**src/rtl/amp_feature_extract_if.sv**
```systemverilog
// Envelope-sample and feature-result bundle for amp_feature_extract.
// The master drives the samples and the start pulse; the slave returns status and features.
interface amp_feature_extract_if #(
    parameter int unsigned IO_width = 14
);
    logic                       meas_start;
    logic                       env_valid;
    logic signed [IO_width-1:0] env_data;
    logic                       busy;
    logic                       meas_done;
    logic                       A_const;
    logic                       A_square;
    logic signed [IO_width-1:0] A_edge_interv;

    modport master (
        output meas_start, env_valid, env_data,
        input  busy, meas_done, A_const, A_square, A_edge_interv
    );

    modport slave (
        input  meas_start, env_valid, env_data,
        output busy, meas_done, A_const, A_square, A_edge_interv
    );
endinterface

```
**src/rtl/amp_feature_extract.sv**
```systemverilog
// Two-pass amplitude feature extractor: pass 1 finds the envelope min/max, pass 2 counts
// mid-band samples and the shortest interval between hysteresis level transitions.
module amp_feature_extract #(
    parameter int unsigned IO_width = 14,
    parameter int unsigned WIN_LEN  = 4096,
    parameter int unsigned CONST_TH = 64,
    parameter int unsigned MID_TH   = 128
) (
    input logic                 clk,
    input logic                 rst,
    amp_feature_extract_if.slave bus
);
    localparam int unsigned CntW = $clog2(WIN_LEN + 1);
    localparam int unsigned XW   = IO_width + 1;
    localparam logic signed [IO_width-1:0] MaxI    = {1'b0, {(IO_width-1){1'b1}}};
    localparam logic        [IO_width-1:0] MaxIntv = {1'b0, {(IO_width-1){1'b1}}};

    typedef enum logic [1:0] {StIdle, StMinmax, StClassify, StDone} state_e;

    state_e                     state_q, state_d;
    logic [CntW-1:0]            cnt_q, cnt_d;
    logic signed [IO_width-1:0] min_q, min_d, max_q, max_d;
    logic signed [XW-1:0]       range_q, range_d, lo_q, lo_d, hi_q, hi_d, mid_q, mid_d;
    logic [CntW-1:0]            midcnt_q, midcnt_d;
    logic                       level_q, level_d, trans_q, trans_d, restart_q, restart_d;
    logic [1:0]                 ntrans_q, ntrans_d;
    logic [IO_width-1:0]        interv_q, interv_d, min_interv_q, min_interv_d;
    logic                       busy_q, busy_d, meas_done_q, meas_done_d;
    logic                       a_const_q, a_const_d, a_square_q, a_square_d;
    logic [IO_width-1:0]        a_edge_interv_q, a_edge_interv_d;

    logic signed [IO_width-1:0] min_nxt, max_nxt;
    logic signed [XW-1:0]       samp_x, min_x, max_x, range_nxt;

    assign samp_x    = {bus.env_data[IO_width-1], bus.env_data};
    assign min_nxt   = (bus.env_data < min_q) ? bus.env_data : min_q;
    assign max_nxt   = (bus.env_data > max_q) ? bus.env_data : max_q;
    assign min_x     = {min_nxt[IO_width-1], min_nxt};
    assign max_x     = {max_nxt[IO_width-1], max_nxt};
    // Extra bit keeps max - min exact even for full-scale swings.
    assign range_nxt = max_x - min_x;

    always_comb begin
        state_d         = state_q;
        cnt_d           = cnt_q;
        min_d           = min_q;
        max_d           = max_q;
        range_d         = range_q;
        lo_d            = lo_q;
        hi_d            = hi_q;
        mid_d           = mid_q;
        midcnt_d        = midcnt_q;
        level_d         = level_q;
        trans_d         = 1'b0;
        restart_d       = restart_q;
        ntrans_d        = ntrans_q;
        interv_d        = interv_q;
        min_interv_d    = min_interv_q;
        busy_d          = busy_q;
        meas_done_d     = 1'b0;
        a_const_d       = a_const_q;
        a_square_d      = a_square_q;
        a_edge_interv_d = a_edge_interv_q;

        // Transition flagged on the previous sample: fold its interval into the minimum.
        if (trans_q && (ntrans_q == 2'd2) && (interv_q < min_interv_q)) begin
            min_interv_d = interv_q;
        end

        unique case (state_q)
            StIdle: ;
            StMinmax: begin
                if (bus.env_valid) begin
                    min_d = min_nxt;
                    max_d = max_nxt;
                    cnt_d = cnt_q + 1'b1;
                    if (cnt_q == CntW'(WIN_LEN - 1)) begin
                        range_d      = range_nxt;
                        lo_d         = min_x + (range_nxt >>> 2);
                        hi_d         = max_x - (range_nxt >>> 2);
                        mid_d        = min_x + (range_nxt >>> 1);
                        cnt_d        = '0;
                        midcnt_d     = '0;
                        ntrans_d     = 2'd0;
                        interv_d     = '0;
                        restart_d    = 1'b0;
                        min_interv_d = MaxIntv;
                        state_d      = StClassify;
                    end
                end
            end
            StClassify: begin
                if (cnt_q == CntW'(WIN_LEN)) begin
                    // Drain cycle so the last transition reaches min_interv before DONE.
                    state_d = StDone;
                end else if (bus.env_valid) begin
                    cnt_d = cnt_q + 1'b1;
                    if ((samp_x > lo_q) && (samp_x < hi_q) && (midcnt_q != '1)) begin
                        midcnt_d = midcnt_q + 1'b1;
                    end
                    if (cnt_q == '0) begin
                        level_d = (samp_x >= mid_q);
                    end else begin
                        if (samp_x >= hi_q) begin
                            level_d = 1'b1;
                        end else if (samp_x <= lo_q) begin
                            level_d = 1'b0;
                        end
                        trans_d = (level_d != level_q);
                    end
                    if (restart_q) begin
                        interv_d = {{(IO_width-1){1'b0}}, 1'b1};
                    end else if (interv_q != MaxIntv) begin
                        interv_d = interv_q + 1'b1;
                    end
                    restart_d = trans_d;
                    if (trans_d && (ntrans_q != 2'd2)) begin
                        ntrans_d = ntrans_q + 2'd1;
                    end
                end
            end
            StDone: begin
                a_const_d       = (int'(range_q) < int'(CONST_TH));
                a_square_d      = !a_const_d && (int'(midcnt_q) <= int'(MID_TH));
                a_edge_interv_d = min_interv_q;
                meas_done_d     = 1'b1;
                busy_d          = 1'b0;
                state_d         = StIdle;
            end
            default: state_d = StIdle;
        endcase

        // A start wins over everything; a sample arriving with it is dropped.
        if (bus.meas_start) begin
            cnt_d   = '0;
            min_d   = MaxI;
            max_d   = -MaxI;
            trans_d = 1'b0;
            busy_d  = 1'b1;
            state_d = StMinmax;
        end
    end

    always_ff @(posedge clk) begin
        if (rst) begin
            state_q         <= StIdle;
            cnt_q           <= '0;
            min_q           <= MaxI;
            max_q           <= -MaxI;
            range_q         <= '0;
            lo_q            <= '0;
            hi_q            <= '0;
            mid_q           <= '0;
            midcnt_q        <= '0;
            level_q         <= 1'b0;
            trans_q         <= 1'b0;
            restart_q       <= 1'b0;
            ntrans_q        <= 2'd0;
            interv_q        <= '0;
            min_interv_q    <= MaxIntv;
            busy_q          <= 1'b0;
            meas_done_q     <= 1'b0;
            a_const_q       <= 1'b0;
            a_square_q      <= 1'b0;
            a_edge_interv_q <= MaxIntv;
        end else begin
            state_q         <= state_d;
            cnt_q           <= cnt_d;
            min_q           <= min_d;
            max_q           <= max_d;
            range_q         <= range_d;
            lo_q            <= lo_d;
            hi_q            <= hi_d;
            mid_q           <= mid_d;
            midcnt_q        <= midcnt_d;
            level_q         <= level_d;
            trans_q         <= trans_d;
            restart_q       <= restart_d;
            ntrans_q        <= ntrans_d;
            interv_q        <= interv_d;
            min_interv_q    <= min_interv_d;
            busy_q          <= busy_d;
            meas_done_q     <= meas_done_d;
            a_const_q       <= a_const_d;
            a_square_q      <= a_square_d;
            a_edge_interv_q <= a_edge_interv_d;
        end
    end

    assign bus.busy          = busy_q;
    assign bus.meas_done     = meas_done_q;
    assign bus.A_const       = a_const_q;
    assign bus.A_square      = a_square_q;
    assign bus.A_edge_interv = a_edge_interv_q;
endmodule

```
**src/flat_wrapper.sv**
```systemverilog
// flat-port wrapper written by rule: the top's interface ports become plain ports
module amp_feature_extract_flat 
#(
    parameter int unsigned IO_width = 14,
    parameter int unsigned WIN_LEN  = 4096,
    parameter int unsigned CONST_TH = 64,
    parameter int unsigned MID_TH   = 128
)
  (clk, rst, bus_meas_start, bus_env_valid, bus_env_data, bus_busy, bus_meas_done, bus_A_const, bus_A_square, bus_A_edge_interv);
  amp_feature_extract_if #(.IO_width(IO_width)) bus_i ();
  input logic clk;
  input logic rst;
  input wire logic [$bits(bus_i.meas_start)-1:0] bus_meas_start;
  input wire logic [$bits(bus_i.env_valid)-1:0] bus_env_valid;
  input wire logic [$bits(bus_i.env_data)-1:0] bus_env_data;
  output wire logic [$bits(bus_i.busy)-1:0] bus_busy;
  output wire logic [$bits(bus_i.meas_done)-1:0] bus_meas_done;
  output wire logic [$bits(bus_i.A_const)-1:0] bus_A_const;
  output wire logic [$bits(bus_i.A_square)-1:0] bus_A_square;
  output wire logic [$bits(bus_i.A_edge_interv)-1:0] bus_A_edge_interv;
  assign bus_i.meas_start = bus_meas_start;
  assign bus_i.env_valid = bus_env_valid;
  assign bus_i.env_data = bus_env_data;
  assign bus_busy = bus_i.busy;
  assign bus_meas_done = bus_i.meas_done;
  assign bus_A_const = bus_i.A_const;
  assign bus_A_square = bus_i.A_square;
  assign bus_A_edge_interv = bus_i.A_edge_interv;
  amp_feature_extract #(.IO_width(IO_width), .WIN_LEN(WIN_LEN), .CONST_TH(CONST_TH), .MID_TH(MID_TH)) u_core (.clk(clk), .rst(rst), .bus(bus_i));
endmodule
```
**config.mk**
```make
export PLATFORM = sky130hd
export DESIGN_NAME = amp_feature_extract_flat
export DESIGN_NICKNAME = d
export VERILOG_FILES = /design/src/rtl/amp_feature_extract_if.sv /design/src/rtl/amp_feature_extract.sv /design/src/flat_wrapper.sv
export SDC_FILE = /design/constraint.sdc
export NUM_CORES = 1
export LEC_CHECK = 0
export ABC_CLOCK_PERIOD_IN_PS = 8550
export BUFFER_PORTS_ARGS = -buffer_cell sky130_fd_sc_hd__buf_2
export CORE_AREA = 4 4 181 139
export DETAILED_ROUTE_END_ITERATION = 16
export DIE_AREA = 0 0 185 143
export PLACE_DENSITY_LB_ADDON = 0.2
export SLEW_MARGIN = 40
export SYNTH_ARGS = -nofsm -noshare
export SYNTH_HDL_FRONTEND = slang
export SYNTH_SLANG_ARGS = --single-unit
```
**constraint.sdc**
```tcl
create_clock -name clk -period 8.55 [get_ports clk]
set_input_delay 0.855 -clock clk [delete_from_list [all_inputs] [get_ports clk]]
set_output_delay 0.855 -clock clk [all_outputs]
set_load 0.05 [all_outputs]
```
==> flow_summary.ini, run 1 <==
[run_status]
status = finished, final reports clean

[timing]
totalNegativeSetupSlack_ns = 0
finalClockSkew_ns = 0.0143
slew_headroom = 0.480
finalSetupViolCount = 0
fmax_ghz = 0.135
rsz0062_at_grt = false
finalWorstPathRequiredPeriod_ns = 7.42
max_slew.worst_pin.slew_ns = 0.775
whs_ns = 0.450
hold_violations = 0
post-route-period-util = 0.868
maxSlewViolCount = 0

[placed_design]
dpl.hpwl_mm = 22.5
place.gp.congestion = 0.884
port-buffer-count = 35

[critical_path]
crit_required_ns = 8.91
crit_slowest_cell = ha_1
arrival_ns = 7.79
slowest_delay_ns = 0.71
startpoint_type = primary input
setup.worst_path.end_class = flop
r2r_cells = 30
timing.critical_path.mode_cell = a21oi_1
path_max_fanout = 14
critPathKind = primary input to flop

[die]
die_w_um = 185
die_area_sq_um = 26500
die-height_um = 143
coreArea_sq_um = 23500
start_util = 0.492
rows = 49
pin_count = 36

[detailed_routing]
wl_per_cell_um = 16.7
via_count = 9973
vias_per_cell = 5.60
drt_iter0_drc = 767
ant_nets = 0
drt_drc_violations_left = 0
routed_wl_mm = 29.7
drt_first_pass_iters = 5

[final_layout]
drive_above_1_share = 0.0889
fin_nets = 1621
nFillCells = 2178
diodes = 0
regArea_sq_um = 3220
multi_input_area_sq_um = 7610
syn_to_final_growth_pct = 8.90

[logic_synthesis]
synth-xor-area-share = 0.0590
ys_ff_latch = 161
synth_edf_count = 0
synth_top_family_by_area = compound AO/OA/AOI/OAI gates
synth.most_common_cell = dfxtp_1
synth_flop_cell = dfxtp_1
synthSimpleGateAreaFrac = 0.191
synth_adder_area_share = 0.158
synth_top_area_frac = 0.278
async_reset_ff_frac = 0
yosys_warnings = 0
synth_mux_area_frac = 0.0167
synth_area_leader_cell = dfxtp_1
syn_nets = 1603
synth_compound_area_frac = 0.231
synth_common_cells = dfxtp_1, inv_1, nand2_1, ha_1, nor2_1
syn_avg_cell_area_sq_um = 8.03
ys_seq_area_frac = 0.278
synthCells = 1443
synth_cell_types = 88
syn_area_sq_um = 11600
synthTopCellsByArea = dfxtp_1, ha_1, inv_1, nand2_1, a21oi_1

[cts]
cts_resized = 0
cts_buffer_depth = 2
clk_pin_slew_ns = 0.06
cts_sinks = 161
hold_buffers = 0
worstSkewPairLatency_ns = 0.44
cts_root_buf = clkbuf_16
cts_max_level = 4
cts_tree = done
cts_setup_buffers = 0
cts_buffers = 17

[grt]
grt_first_pass_wirelength_mm = 48.3
grt_max_degree = 56
gr-usage-all-layers = 0.229
grt_overflow = 0
antenna_found_initial = 0
grt_pass1_vias = 9134

[power]
p_leak_nw = 5.28
peakVddDrop_mv = 0.168
powerDensity_nw_per_um2 = 203

[worst_hold_path]
whs_path_depth = 2
hold_class = flop to flop

[run]
maxCapViolations = 0
## critical path, delay by kind of cell
family	cells	cell delay, ns
compound gates	18	3.46
xor+xnor	1	0.13
fa+ha+maj	3	1.50
buf+inv	2	0.29
mux	1	0.16
simple gates	5	1.35
## metrics by stage
step | util | area (sq um) | setup slack, ns | power (mW) | cells
after CTS | 0.536 | 12600 | 1.32 | 2.56 | 1780
after global placement | 0.512 | 12100 | 1.06 | 1.81 | 1748
after global routing | 0.536 | 12600 | 0.375 | 2.71 | 1780
after detailed placement | 0.512 | 12100 | 0.868 | 1.81 | 1748
final | 0.536 | 12600 | 1.13 | 2.56 | 1780
after floorplan | - | 11600 | 1.93 | 1.59 | 1443
## cell families after synthesis
kind of cell,after synthesis
and+or+nand+nor,465
DFF,161
muxes,19
buffers and inverters,204
AOI/OAI and AO/OA,371
adders and majority gates,145
xor gates and xnor gates,78
## state kept, by name, summed over array words and instances (netlist names), 2 cells and up
name and count:
u_core.interv_q 14, u_core.lo_q 15, u_core.range_q 9, u_core.hi_q 15, u_core.mid_q 15, u_core.max_q 14
u_core.midcnt_q 13, u_core.bus.A_edge_interv 14, u_core.ntrans_q 2, u_core.min_interv_q 14, u_core.min_q 14, u_core.cnt_q 13
u_core.state_q 2
## power breakdown
group / internal (mW) / switching (mW)
Combinational: 0.426 / 0.630
Sequential: 0.757 / 0.00531
Clock: 0.393 / 0.349
## final cells by class
cell class / instances / area share
Multi-Input combinational cell: 1078 / 0.603
Inverter: 158 / 0.0470
Sequential cell: 161 / 0.255
Clock buffer: 20 / 0.0362
Tap cell: 306 / 0.0303
Clock inverter: 12 / 0.00774
Timing Repair Buffer: 45 / 0.0198
## cells in the final DEF (no fill, tap or decap), types with 22 or more instances in the layout
| cell type | Yosys | routed |
|---|---|---|
| nand4_1 | 24 | 24 |
| inv_1 | 156 | 156 |
| nor2_1 | 138 | 138 |
| nor2b_1 | 29 | 29 |
| dfxtp_1 | 161 | 161 |
| ha_1 | 139 | 139 |
| buf_2 | 0 | 35 |
| a21oi_1 | 111 | 111 |
| o21ai_0 | 24 | 24 |
| nor3_1 | 23 | 22 |
| xnor2_1 | 59 | 59 |
| o21a_1 | 24 | 24 |
| nand3_1 | 25 | 25 |
| o211ai_1 | 33 | 33 |
| a211oi_1 | 31 | 30 |
| nand2_1 | 149 | 149 |
| a21o_1 | 26 | 26 |
## path summary, 6_finish.rpt
path	from	to	slack, ns
worst max-delay path	bus_env_data[13]	u_core.lo_q[13]$_SDFFE_PP0P_	1.13
worst max register to register	u_core.max_q[13]$_SDFFE_PP1P_	u_core.lo_q[13]$_SDFFE_PP0P_	1.38
worst min-delay path	u_core.mid_q[12]$_SDFFE_PP0P_	u_core.mid_q[12]$_SDFFE_PP0P_	0.45
worst min register to register	u_core.mid_q[12]$_SDFFE_PP0P_	u_core.mid_q[12]$_SDFFE_PP0P_	0.45
## layer usage
metal	part of all wire	vias to the layer above	global-route usage
met3	0.052	29	0.0438
met5	0	-	0
li1	-	5119	-
met2	0.40	228	0.322
met4	0.017	0	0.0660
met1	0.53	4597	0.352
(Power assumes the default switching activity.)
==> inputs of run 2 (changes only) <==
--- a/config.mk
+++ b/config.mk
@@ -7,9 +7,9 @@
 export LEC_CHECK = 0
 export ABC_CLOCK_PERIOD_IN_PS = 8550
 export BUFFER_PORTS_ARGS = -buffer_cell sky130_fd_sc_hd__buf_2
-export CORE_AREA = 4 4 181 139
+export CORE_AREA = 4 4 113 223
 export DETAILED_ROUTE_END_ITERATION = 16
-export DIE_AREA = 0 0 185 143
+export DIE_AREA = 0 0 117 227
 export PLACE_DENSITY_LB_ADDON = 0.2
 export SLEW_MARGIN = 40
 export SYNTH_ARGS = -nofsm -noshare
==> run 2 against run 1 <==
  * Hold slack better by 0.0019 ns
  * Clock-buffer cell count is 2 lower
  * First-iteration DRC count down 41%
  * Global-route usage is 3.3 points higher
  * Combinational power increased by 4%
  * Register-to-register slack improved by 0.15 ns
  * Largest power group unchanged
==> flow_summary.ini, run 2 (same netlist as run 1, synthesis figures left out) <==
[run_status]
status = finished, final reports clean

[cts]
cts_root_buf = clkbuf_16
clk_pin_slew_ns = 0.07
cts_sinks = 161
cts_tree = done
hold_buffers = 0
cts_resized = 0
cts_setup_buffers = 0
cts_max_level = 4
cts_buffer_depth = 2
worstSkewPairLatency_ns = 0.45
cts_buffers = 17

[die]
start_util = 0.497
coreArea_sq_um = 23300
rows = 79
die_w_um = 117
die-height_um = 227
die_area_sq_um = 26600
pin_count = 36

[detailed_routing]
drt_first_pass_iters = 5
ant_nets = 0
drt_drc_violations_left = 0
via_count = 10267
vias_per_cell = 5.84
routed_wl_mm = 33.4
drt_iter0_drc = 452
wl_per_cell_um = 19.0

[timing]
post-route-period-util = 0.852
max_slew.worst_pin.slew_ns = 0.934
finalClockSkew_ns = 0.00924
maxSlewViolCount = 0
rsz0062_at_grt = false
hold_violations = 0
slew_headroom = 0.371
finalWorstPathRequiredPeriod_ns = 7.29
finalSetupViolCount = 0
setup_slack_ns = 1.26
fmax_ghz = 0.137
totalNegativeSetupSlack_ns = 0

[grt]
antenna_found_initial = 0
grt_overflow = 0
grt_max_degree = 72
gr-usage-all-layers = 0.262
grt_first_pass_wirelength_mm = 52.9
grt_pass1_vias = 10288

[critical_path]
startpoint_type = primary input
slowest_delay_ns = 0.69
path_delay_family = compound AO/OA/AOI/OAI gates
crit_required_ns = 8.90
arrival_ns = 7.63
r2r_slack_ns = 1.53
path_max_fanout = 14
crit_slowest_cell = ha_1
critPathKind = primary input to flop
crit_buf_inv = 1
setup.worst_path.end_class = flop

[final_layout]
mostFrequentLayoutCell = dfxtp_1
layout_common_cells = dfxtp_1, inv_1, nand2_1
stdcell_count = 1757
drive_above_1_share = 0.0916
top_regs = u_core.hi_q (15), u_core.lo_q (15), u_core.mid_q (15)
syn_to_final_growth_pct = 9.30
design_area_sq_um = 12700
diodes = 0
fin_nets = 1621
nFillCells = 2270

[power]
p_leak_nw = 5.31
peakVddDrop_mv = 0.153
powerDensity_nw_per_um2 = 210

[placed_design]
place.gp.congestion = 0.933
dpl.hpwl_mm = 26.4
dp.cells = 1725
port-buffer-count = 35
pre_cts_slack_ns = 0.874
dpl_cell_area_sq_um = 12000

[worst_hold_path]
hold_class = flop to flop

[run]
maxCapViolations = 0
run 2: cell count changes in the layout (fill, tap and decap cells not counted), sizes merged:
cell    change
inv         +3
clkinv      -3
clkbuf      -2
bufinv      +2
run 2: worst reg2reg max path: stages (launching register included):
cell and delay, ns:
dfxtp_1 0.33, inv_1 0.06, ha_1 0.64, nand4_2 0.27, or2_4 0.34, a31o_4 0.24, a21oi_1 0.25, mux2i_1 0.33
a21oi_4 0.14, ha_1 0.32, nor2_1 0.04, a31oi_1 0.32, a21oi_1 0.15, xnor2_1 0.51, xnor2_1 0.17, ha_1 0.22
a31oi_1 0.17, nand4_2 0.16, o31ai_1 0.38, a311oi_1 0.18, o31ai_2 0.38, maj3_2 0.32, a21oi_1 0.11, a211oi_2 0.40
o21ai_2 0.14, xor2_1 0.16, a22o_1 0.19
run 2: where the power goes:
part           switching, mW  total, mW  leakage (nW)  internal, mW
Clock                  0.353      0.802         0.296         0.449
Sequential           0.00557      0.763          1.30         0.757
Combinational          0.667       1.10          3.71         0.431
run 2: cell type report:
class / count / area, sq um / share of cell area
well taps: 283 / 354 / 0.0280
repair buffers: 45 / 250 / 0.0198
flip-flops and latches: 161 / 3220 / 0.255
multi-input cells: 1078 / 7630 / 0.603
clock buffers: 18 / 439 / 0.0347
clock inverters: 14 / 169 / 0.0133
inverters: 158 / 593 / 0.0468
run 2: final timing paths:
path | startpoint | endpoint | cells past startpoint
worst max-delay path | bus_env_data[13] | u_core.hi_q[12]$_SDFFE_PP0P_ | 26
worst min-delay path | u_core.lo_q[11]$_SDFFE_PP0P_ | u_core.lo_q[11]$_SDFFE_PP0P_ | 2
worst max register to register | u_core.max_q[13]$_SDFFE_PP1P_ | u_core.hi_q[12]$_SDFFE_PP0P_ | 26
worst min register to register | u_core.lo_q[11]$_SDFFE_PP0P_ | u_core.lo_q[11]$_SDFFE_PP0P_ | 2
run 2: stage by stage:
stage / hold WS [ns] / power, mW / util
floorplan: 0.432 / 1.59 / -
global placement: 0.438 / 1.86 / 0.516
detailed placement: 0.444 / 1.87 / 0.516
CTS: 0.454 / 2.67 / 0.542
global route: 0.471 / 2.81 / 0.543
finish: 0.452 / 2.66 / 0.543
run 2: metal layers:
layer | GRT usage | vias up | routed length [um]
met3 | 0.0426 | 122 | 940
met1 | 0.236 | 4828 | 11200
met2 | 0.493 | 216 | 18200
met4 | 0.209 | 0 | 3100
li1 | - | 5101 | -
met5 | 0 | - | 0
